===== src/rtl/regxfer_seq.sv =====
// rtl/regxfer_seq.sv - register-transfer sequencer driving the regfile select/data ports
// Handles one LDI/MOV/ALUWB/SWAP instruction at a time through a small multi-cycle FSM.
module regxfer_seq #(
  parameter int DATA_WIDTH = 32,
  parameter int ADDR_WIDTH = 5
) (
  input  logic                  clk,
  input  logic                  rst,
  input  logic                  instr_valid,
  output logic                  instr_ready,
  input  logic [1:0]            instr_op,
  input  logic [ADDR_WIDTH-1:0] instr_rd,
  input  logic [ADDR_WIDTH-1:0] instr_rs,
  input  logic [ADDR_WIDTH-1:0] instr_rt,
  input  logic [DATA_WIDTH-1:0] instr_imm,
  input  logic [DATA_WIDTH-1:0] sbus_out,
  input  logic [DATA_WIDTH-1:0] alu_result,
  output logic [DATA_WIDTH-1:0] sbus_in,
  output logic [ADDR_WIDTH-1:0] write_select,
  output logic [ADDR_WIDTH-1:0] sbus_select,
  output logic [ADDR_WIDTH-1:0] alu_select,
  output logic                  busy,
  output logic                  done
);

  typedef enum logic [2:0] {IDLE, RD1, RD2, WR1, WR2} state_t;

  localparam logic [1:0] OP_LDI   = 2'b00;
  localparam logic [1:0] OP_ALUWB = 2'b10;
  localparam logic [1:0] OP_SWAP  = 2'b11;

  state_t                state;
  logic [1:0]            op_q;
  logic [ADDR_WIDTH-1:0] rd_q, rs_q;
  logic [DATA_WIDTH-1:0] tmp_a, tmp_b;
  logic [ADDR_WIDTH-1:0] ws_q, ss_q, as_q;
  logic [DATA_WIDTH-1:0] sin_q;
  logic                  done_q;

  // A write to R0 is a dead cycle: no address and no data on the write port.
  function automatic logic [DATA_WIDTH-1:0] wdata(input logic [ADDR_WIDTH-1:0] a,
                                                  input logic [DATA_WIDTH-1:0] d);
    return (a != '0) ? d : '0;
  endfunction

  always_ff @(posedge clk) begin
    if (rst) begin
      state  <= IDLE;
      op_q   <= '0;
      rd_q   <= '0;
      rs_q   <= '0;
      tmp_a  <= '0;
      tmp_b  <= '0;
      ws_q   <= '0;
      ss_q   <= '0;
      as_q   <= '0;
      sin_q  <= '0;
      done_q <= 1'b0;
    end else begin
      ws_q   <= '0;
      sin_q  <= '0;
      done_q <= 1'b0;
      case (state)
        IDLE: begin
          if (instr_valid) begin
            op_q <= instr_op;
            rd_q <= instr_rd;
            rs_q <= instr_rs;
            ss_q <= instr_rs;
            if (instr_op == OP_ALUWB) as_q <= instr_rt;
            if (instr_op == OP_LDI) begin
              state  <= WR1;
              ws_q   <= instr_rd;
              sin_q  <= wdata(instr_rd, instr_imm);
              done_q <= 1'b1;
            end else begin
              state <= RD1;
            end
          end
        end
        RD1: begin
          if (op_q == OP_SWAP) begin
            tmp_a <= sbus_out;
            ss_q  <= rd_q;
            state <= RD2;
          end else begin
            tmp_a  <= (op_q == OP_ALUWB) ? alu_result : sbus_out;
            ws_q   <= rd_q;
            sin_q  <= wdata(rd_q, (op_q == OP_ALUWB) ? alu_result : sbus_out);
            done_q <= 1'b1;
            state  <= WR1;
          end
        end
        RD2: begin
          tmp_b <= sbus_out;
          ws_q  <= rd_q;
          sin_q <= wdata(rd_q, tmp_a);
          state <= WR1;
        end
        WR1: begin
          if (op_q == OP_SWAP) begin
            ws_q   <= rs_q;
            sin_q  <= wdata(rs_q, tmp_b);
            done_q <= 1'b1;
            state  <= WR2;
          end else begin
            state <= IDLE;
          end
        end
        default: state <= IDLE;
      endcase
    end
  end

  // Masking with rst drops a write already on the port when reset lands mid-op.
  assign instr_ready  = (state == IDLE) && !rst;
  assign busy         = (state != IDLE) && !rst;
  assign done         = done_q && !rst;
  assign write_select = rst ? '0 : ws_q;
  assign sbus_in      = rst ? '0 : sin_q;
  assign sbus_select  = rst ? '0 : ss_q;
  assign alu_select   = rst ? '0 : as_q;

endmodule


===== config.mk =====
export PLATFORM = sky130hd
export DESIGN_NAME = regxfer_seq
export DESIGN_NICKNAME = d
export VERILOG_FILES = /design/src/rtl/regxfer_seq.sv
export SDC_FILE = /design/constraint.sdc
export NUM_CORES = 1
export LEC_CHECK = 0
export CORE_UTILIZATION = 35
export DETAILED_ROUTE_END_ITERATION = 10
export PLACE_DENSITY = 0.65
export SYNTH_ARGS = -nofsm -noshare
export SYNTH_HDL_FRONTEND = slang
export SYNTH_SLANG_ARGS = --single-unit

===== constraint.sdc =====
create_clock -name clk -period 3.7 [get_ports clk]
set_input_delay 1.11 -clock clk [delete_from_list [all_inputs] [get_ports clk]]
set_output_delay 1.11 -clock clk [all_outputs]
set_load 0.03 [all_outputs]

==> impl_metrics.tcl, run 1 <==
set metrics [dict create \
    outcome "finished clean" \
    diodes 0 \
    rsz0062_at_grt "false" \
    required_ps 2590 \
    worstMarginPinSlew_ps 1110 \
    start_util_pct 36.2 \
    gr-total-overflow 0 \
    insertion_delay_ps 410 \
    grt_usage_pct 19.5 \
    vias 5626 \
    cts_tree "built" \
    async_reset_ff_share_pct 0 \
    p_total_mw 3.94 \
    yosys_warnings 0 \
    hold_viol 0 \
    fillCellCount 1622 \
    pre_cts_slack_ps 241 \
    route.met3.wl_um 964 \
    antenna_found_initial 0 \
    postRouteAntennaNets 0 \
    die_h_um 133 \
    max-cap-violations 0 \
    rows 47 \
    port_buffers 165 \
    routed.top_layer "met4" \
    met2_wirelength_um 7800 \
    worst-path-buf-inv 3 \
    slew_violations 0 \
    synth.yosys.seq_area_share_pct 42.1 \
    pin_count 166 \
    drt_iter0_drc 304 \
    cp_top_family "buffers and inverters" \
    finalCritPeriodShare_pct 93.0 \
    hp-class "reg -> reg" \
    ys_ff_latch 127 \
    cts_inserted_buffers 17 \
    wl_per_cell_um 15.5 \
    yosys.cell_types.count 36 \
    clkSinkCount 127 \
    grt_max_degree 67 \
    critPathArrivalTime_ps 2330 \
    synthTopCellsByArea "dfxtp_1 (42%), a21oi_1 (9.5%), nor2b_1 (8.3%)" \
    synthFlopType "dfxtp_1" \
    netlist_area_um2 6050 \
    dieArea_um2 17800 \
    hold_buffers 0 \
    gp_congestion 0.798 \
    ir_drop_v 0.000327 \
    dp_hpwl_um 11000 \
    final_cells 1107 \
    crit_chain "buf_4 > buf_12 > nor2b_1 > clkdlybuf4s50_1" \
    fp.dieW_um 133 \
    crit_path_max_incr_delay_ps 690 \
    synth_edf_count 0 \
    grt_pass1_vias 5261 \
    relSlewSlack_pct 25.9 \
    nNetsFinal 991 \
    design_area_um2 8410 \
    viasPerCell 5.08 \
    cp_slowest_cell "clkdlybuf4s50_1" \
    drive_gt1_share_pct 7.78 \
    postCtsResizedCells 0 \
    critPathMaxFanout 29 \
    start_kind "input pin" \
    fin_hold_ws_ps 453 \
    core_area_um2 16700 \
    clkSlewWorstSetupHoldPaths_ps 50 \
    end_kind "primary output" \
    crit_type "in -> out" \
    post-place-cells 1076 \
    period_minus_slack_ps 3440 \
    setup_viol 0 \
    p_leak_nw 3.13 \
    finalClockSkew_ps 8.57 \
    synth_top_area_share_pct 42.1 \
    synth_nets 853 \
    syn_area_per_cell_um2 8.20 \
    clockBufferDepth 2 \
    final_util_pct 50.4 \
    met1Wirelength_um 8170 \
    place_area_um2 7790 \
    setup_slack_ps 260 \
    fin_tns_setup_ps 0 \
    grt_pass1_wl_um 27200 \
    max_freq_mhz 291 \
    dr.pass1.iters 5 \
    routed_wl_um 17100 \
    syn2layout_area_growth_pct 39.2 \
    ys_top_cells_by_count "nand2_1 (130), dfxtp_1 (127), a21oi_1 (115), nor2b_1 (80), nor2_1 (47)" \
    yosysMostFrequentCell "nand2_1" \
    post_cts_buffers 0 \
    h-tree-depth 4 \
    yosysTopAreaCell "dfxtp_1" \
    power.density_nw_per_um2 468 \
    route.detailed.drc 0 \
    root_buffer "clkbuf_16" \
    postSynthCellCount 737 \
]
==> routing by layer <==
layer	global-route usage [%]	up-vias
li1	-	2855
met1	25.9	2588
met2	31.3	169
met3	4.87	14
met4	5.11	0
met5	0	-
==> flip-flops by register name, summed over array words and instances, names as in the netlist <==
register	cells
sin_q	32
tmp_a	32
tmp_b	32
as_q	5
rd_q	5
rs_q	5
ss_q	5
ws_q	5
state	3
op_q	2
done_q	1
==> path summary, 6_finish.rpt <==
check	slack, ps	cells after the start	startpoint	endpoint
setup reg to reg	1390	4	op_q[1]$_SDFFE_PP0P_	tmp_a[15]$_SDFFE_PP0P_
setup / recovery	260	4	rst	sbus_in[5]
hold reg to reg	450	2	tmp_b[0]$_SDFFE_PP0P_	tmp_b[0]$_SDFFE_PP0P_
hold / removal	450	2	tmp_b[0]$_SDFFE_PP0P_	tmp_b[0]$_SDFFE_PP0P_
==> worst min-delay path, stage by stage, from the launching register on <==
cell	delay (ps)
dfxtp_1	310
nand2_1	50
a21oi_1	50
==> cell families (layout without fill, tap and decap cells) <==
group / Yosys count / count (layout) / share of synthesized area, %
AND/OR/NAND/NOR: 307 / 307 / 27.0
AO/OA/AOI/OAI: 227 / 227 / 23.6
flip-flops: 127 / 127 / 42.1
buffers and inverters: 65 / 215 / 5.61
multiplexers: 10 / 10 / 1.66
XOR/XNOR: 1 / 1 / 0.145
==> layout make-up <==
| cell class | instances | area, µm² | area share (%) |
|---|---|---|---|
| repair buffers | 184 | 1800 | 21.4 |
| flip-flops and latches | 127 | 2540 | 30.2 |
| well taps | 220 | 275 | 3.27 |
| clock inverters | 5 | 100 | 1.19 |
| clock buffers | 26 | 519 | 6.17 |
| multi-input cells | 545 | 3180 | 37.8 |
==> cells in the final DEF (no fill, tap or decap), drive strengths merged <==
| cell type | n |
|---|---|
| a211oi | 37 |
| a21o | 2 |
| a21oi | 115 |
| a221o | 32 |
| a22oi | 5 |
| and2 | 1 |
| and3b | 32 |
| buf | 28 |
| bufinv | 3 |
| clkbuf | 26 |
| clkdlybuf4s50 | 156 |
| clkinv | 2 |
| dfxtp | 127 |
| mux2i | 10 |
| nand2 | 130 |
| nand2b | 1 |
| nand3b | 1 |
| nor2 | 48 |
| nor2b | 80 |
| nor3 | 4 |
| nor3b | 3 |
| nor4 | 1 |
| nor4b | 1 |
| o21a | 1 |
| o21ai | 34 |
| o311a | 1 |
| or2 | 1 |
| or3b | 1 |
| or4 | 3 |
| xnor2 | 1 |
==> where the power goes <==
part	total [mW]	internal [mW]	switching, mW
clock	1.76	1.16	0.595
sequential	1.54	1.47	0.0683
combinational	0.644	0.306	0.338
No activity file was read; power rests on OpenSTA's default activity.
==> inputs of run 2 (changes only) <==
Settings changed: CAP_MARGIN from default to 20, CELL_PAD_IN_SITES_DETAIL_PLACEMENT from default to 0, CELL_PAD_IN_SITES_GLOBAL_PLACEMENT from default to 1, PLACE_DENSITY 0.65 to 0.84, TNS_END_PERCENT from default to 20.
==> run 2 against run 1 <==
Net effect: first-iteration DRC count increased by 3.9%; count of clock-buffer cells in the layout decreased by 1; critical path depth unchanged; via count decreased by 0.71%.
==> impl_metrics.tcl, run 2 (synthesized netlist as in run 1, its figures left out) <==
set metrics [dict create \
    end_kind "primary output" \
    p_leak_nw 3.12 \
    nNetsFinal 990 \
    slew_violations 0 \
    r2r_slack_ps 1380 \
    cts_tree "built" \
    start_util_pct 36.2 \
    start_kind "input pin" \
    fin_tns_setup_ps 0 \
    gp_congestion 0.805 \
    cp_slowest_cell "clkdlybuf4s50_1" \
    root_buffer "clkbuf_16" \
    biggestRegsByFlops "sin_q (32), tmp_a (32), tmp_b (32)" \
    required_ps 2590 \
    gr-total-overflow 0 \
    ir_drop_v 0.000313 \
    finalClockSkew_ps 10.2 \
    clockBufferDepth 2 \
    viasPerCell 5.05 \
    crit_path_max_incr_delay_ps 680 \
    hold_viol 0 \
    worstMarginPinSlew_ps 1060 \
    p_total_mw 3.89 \
    dieArea_um2 17800 \
    pin_count 166 \
    core_area_um2 16700 \
    postCtsResizedCells 0 \
    multi_input_area_um2 3180 \
    grt_max_degree 58 \
    grt_usage_pct 20.2 \
    route.detailed.drc 0 \
    power.density_nw_per_um2 464 \
    drt_iter0_drc 316 \
    period_minus_slack_ps 3380 \
    wl_per_cell_um 15.6 \
    postRouteAntennaNets 0 \
    h-tree-depth 4 \
    fin_hold_ws_ps 453 \
    setup_viol 0 \
    syn2layout_area_growth_pct 38.7 \
    insertion_delay_ps 420 \
    max-cap-violations 0 \
    hold_buffers 0 \
    routed_wl_um 17300 \
    grt_pass1_wl_um 28300 \
    relSlewSlack_pct 28.9 \
    area.sequential_um2 2540 \
    post_cts_buffers 0 \
    rsz0062_at_grt "false" \
    critPathMaxFanout 47 \
    dr.pass1.iters 5 \
    fillCellCount 1675 \
    reg2reg_depth 6 \
    die_h_um 133 \
    finalCritPeriodShare_pct 91.4 \
    crit_chain "buf_4 > buf_12 > nor2b_1 > clkdlybuf4s50_1" \
    clkSlewWorstSetupHoldPaths_ps 50 \
    min_path_cells 2 \
    final_cell_mix "clkdlybuf4s50_1 (156), nand2_1 (130), dfxtp_1 (126)" \
    port_buffers 165 \
    final_common_cell "clkdlybuf4s50_1" \
    clkSinkCount 127 \
    hp-class "reg -> reg" \
    grt_pass1_vias 5374 \
    drive_gt1_share_pct 7.45 \
    diodes 0 \
    fp.dieW_um 133 \
    outcome "finished clean" \
    cts_inserted_buffers 17 \
    critPathArrivalTime_ps 2270 \
    crit_type "in -> out" \
    vias 5586 \
    antenna_found_initial 0 \
    dp_hpwl_um 11100 \
    max_freq_mhz 296 \
    rows 47 \
]
## run 2: cell types whose count changed in the layout (fill, tap and decap cells not counted)
cell      previous run  this run
buf_4               26        25
clkbuf_1             3         4
clkbuf_8             6         4
clkinv_2             2         3
o21a_1               0         1
o21a_2               1         0
## run 2: area by class of cell
cell class | count | area share, %
Sequential cell | 127 | 30.3
Clock inverter | 6 | 1.25
Multi-Input combinational cell | 545 | 37.9
Timing Repair Buffer | 183 | 21.3
Tap cell | 220 | 3.28
Clock buffer | 25 | 5.91
## run 2: report_power, final
| part | leakage (nW) | total, mW | internal (mW) | switching (mW) |
|---|---|---|---|---|
| Combinational | 1.78 | 0.642 | 0.304 | 0.338 |
| Clock | 0.297 | 1.71 | 1.12 | 0.589 |
| Sequential | 1.04 | 1.54 | 1.47 | 0.0674 |
| Total | 3.12 | 3.89 | 2.90 | 0.994 |
## run 2: stage by stage
| step | util (%) | cells | area (µm²) | worst slack, ps |
|---|---|---|---|---|
| 3_5_place_dp | 46.6 | 1075 | 7790 | 185 |
| 3_3_place_gp | 46.6 | 1075 | 7790 | 227 |
| 2_1_floorplan | - | 737 | 6050 | 459 |
| 4_1_cts | 50.2 | 1106 | 8390 | 301 |
| 6_report | 50.2 | 1106 | 8390 | 318 |
| 5_1_grt | 50.2 | 1106 | 8390 | 245 |
## run 2: path summary, 6_finish.rpt
path / startpoint / end
min: tmp_b[31]$_SDFFE_PP0P_ / tmp_b[31]$_SDFFE_PP0P_
max reg2reg: op_q[1]$_SDFFE_PP0P_ / sin_q[31]$_SDFF_PP0_
max: rst / sbus_select[4]
min reg2reg: tmp_b[31]$_SDFFE_PP0P_ / tmp_b[31]$_SDFFE_PP0P_
## run 2: worst max-delay path: cells and delay by family
family        cells  cell delay [ps]
buf+inv           3             1000
simple gates      1              140
## run 2: routing by layer
metal  routed length, µm  global-route usage, %
met3                 929                   4.72
met2                8110                   32.5
met5                   0                      0
met1                8090                   26.6
met4                 140                   6.44
==> inputs of run 3 (changes only) <==
Settings changed: SKIP_LAST_GASP from default to 1.
==> results of run 3 <==
Final layout, timing and power as in run 2 (identical DEF).
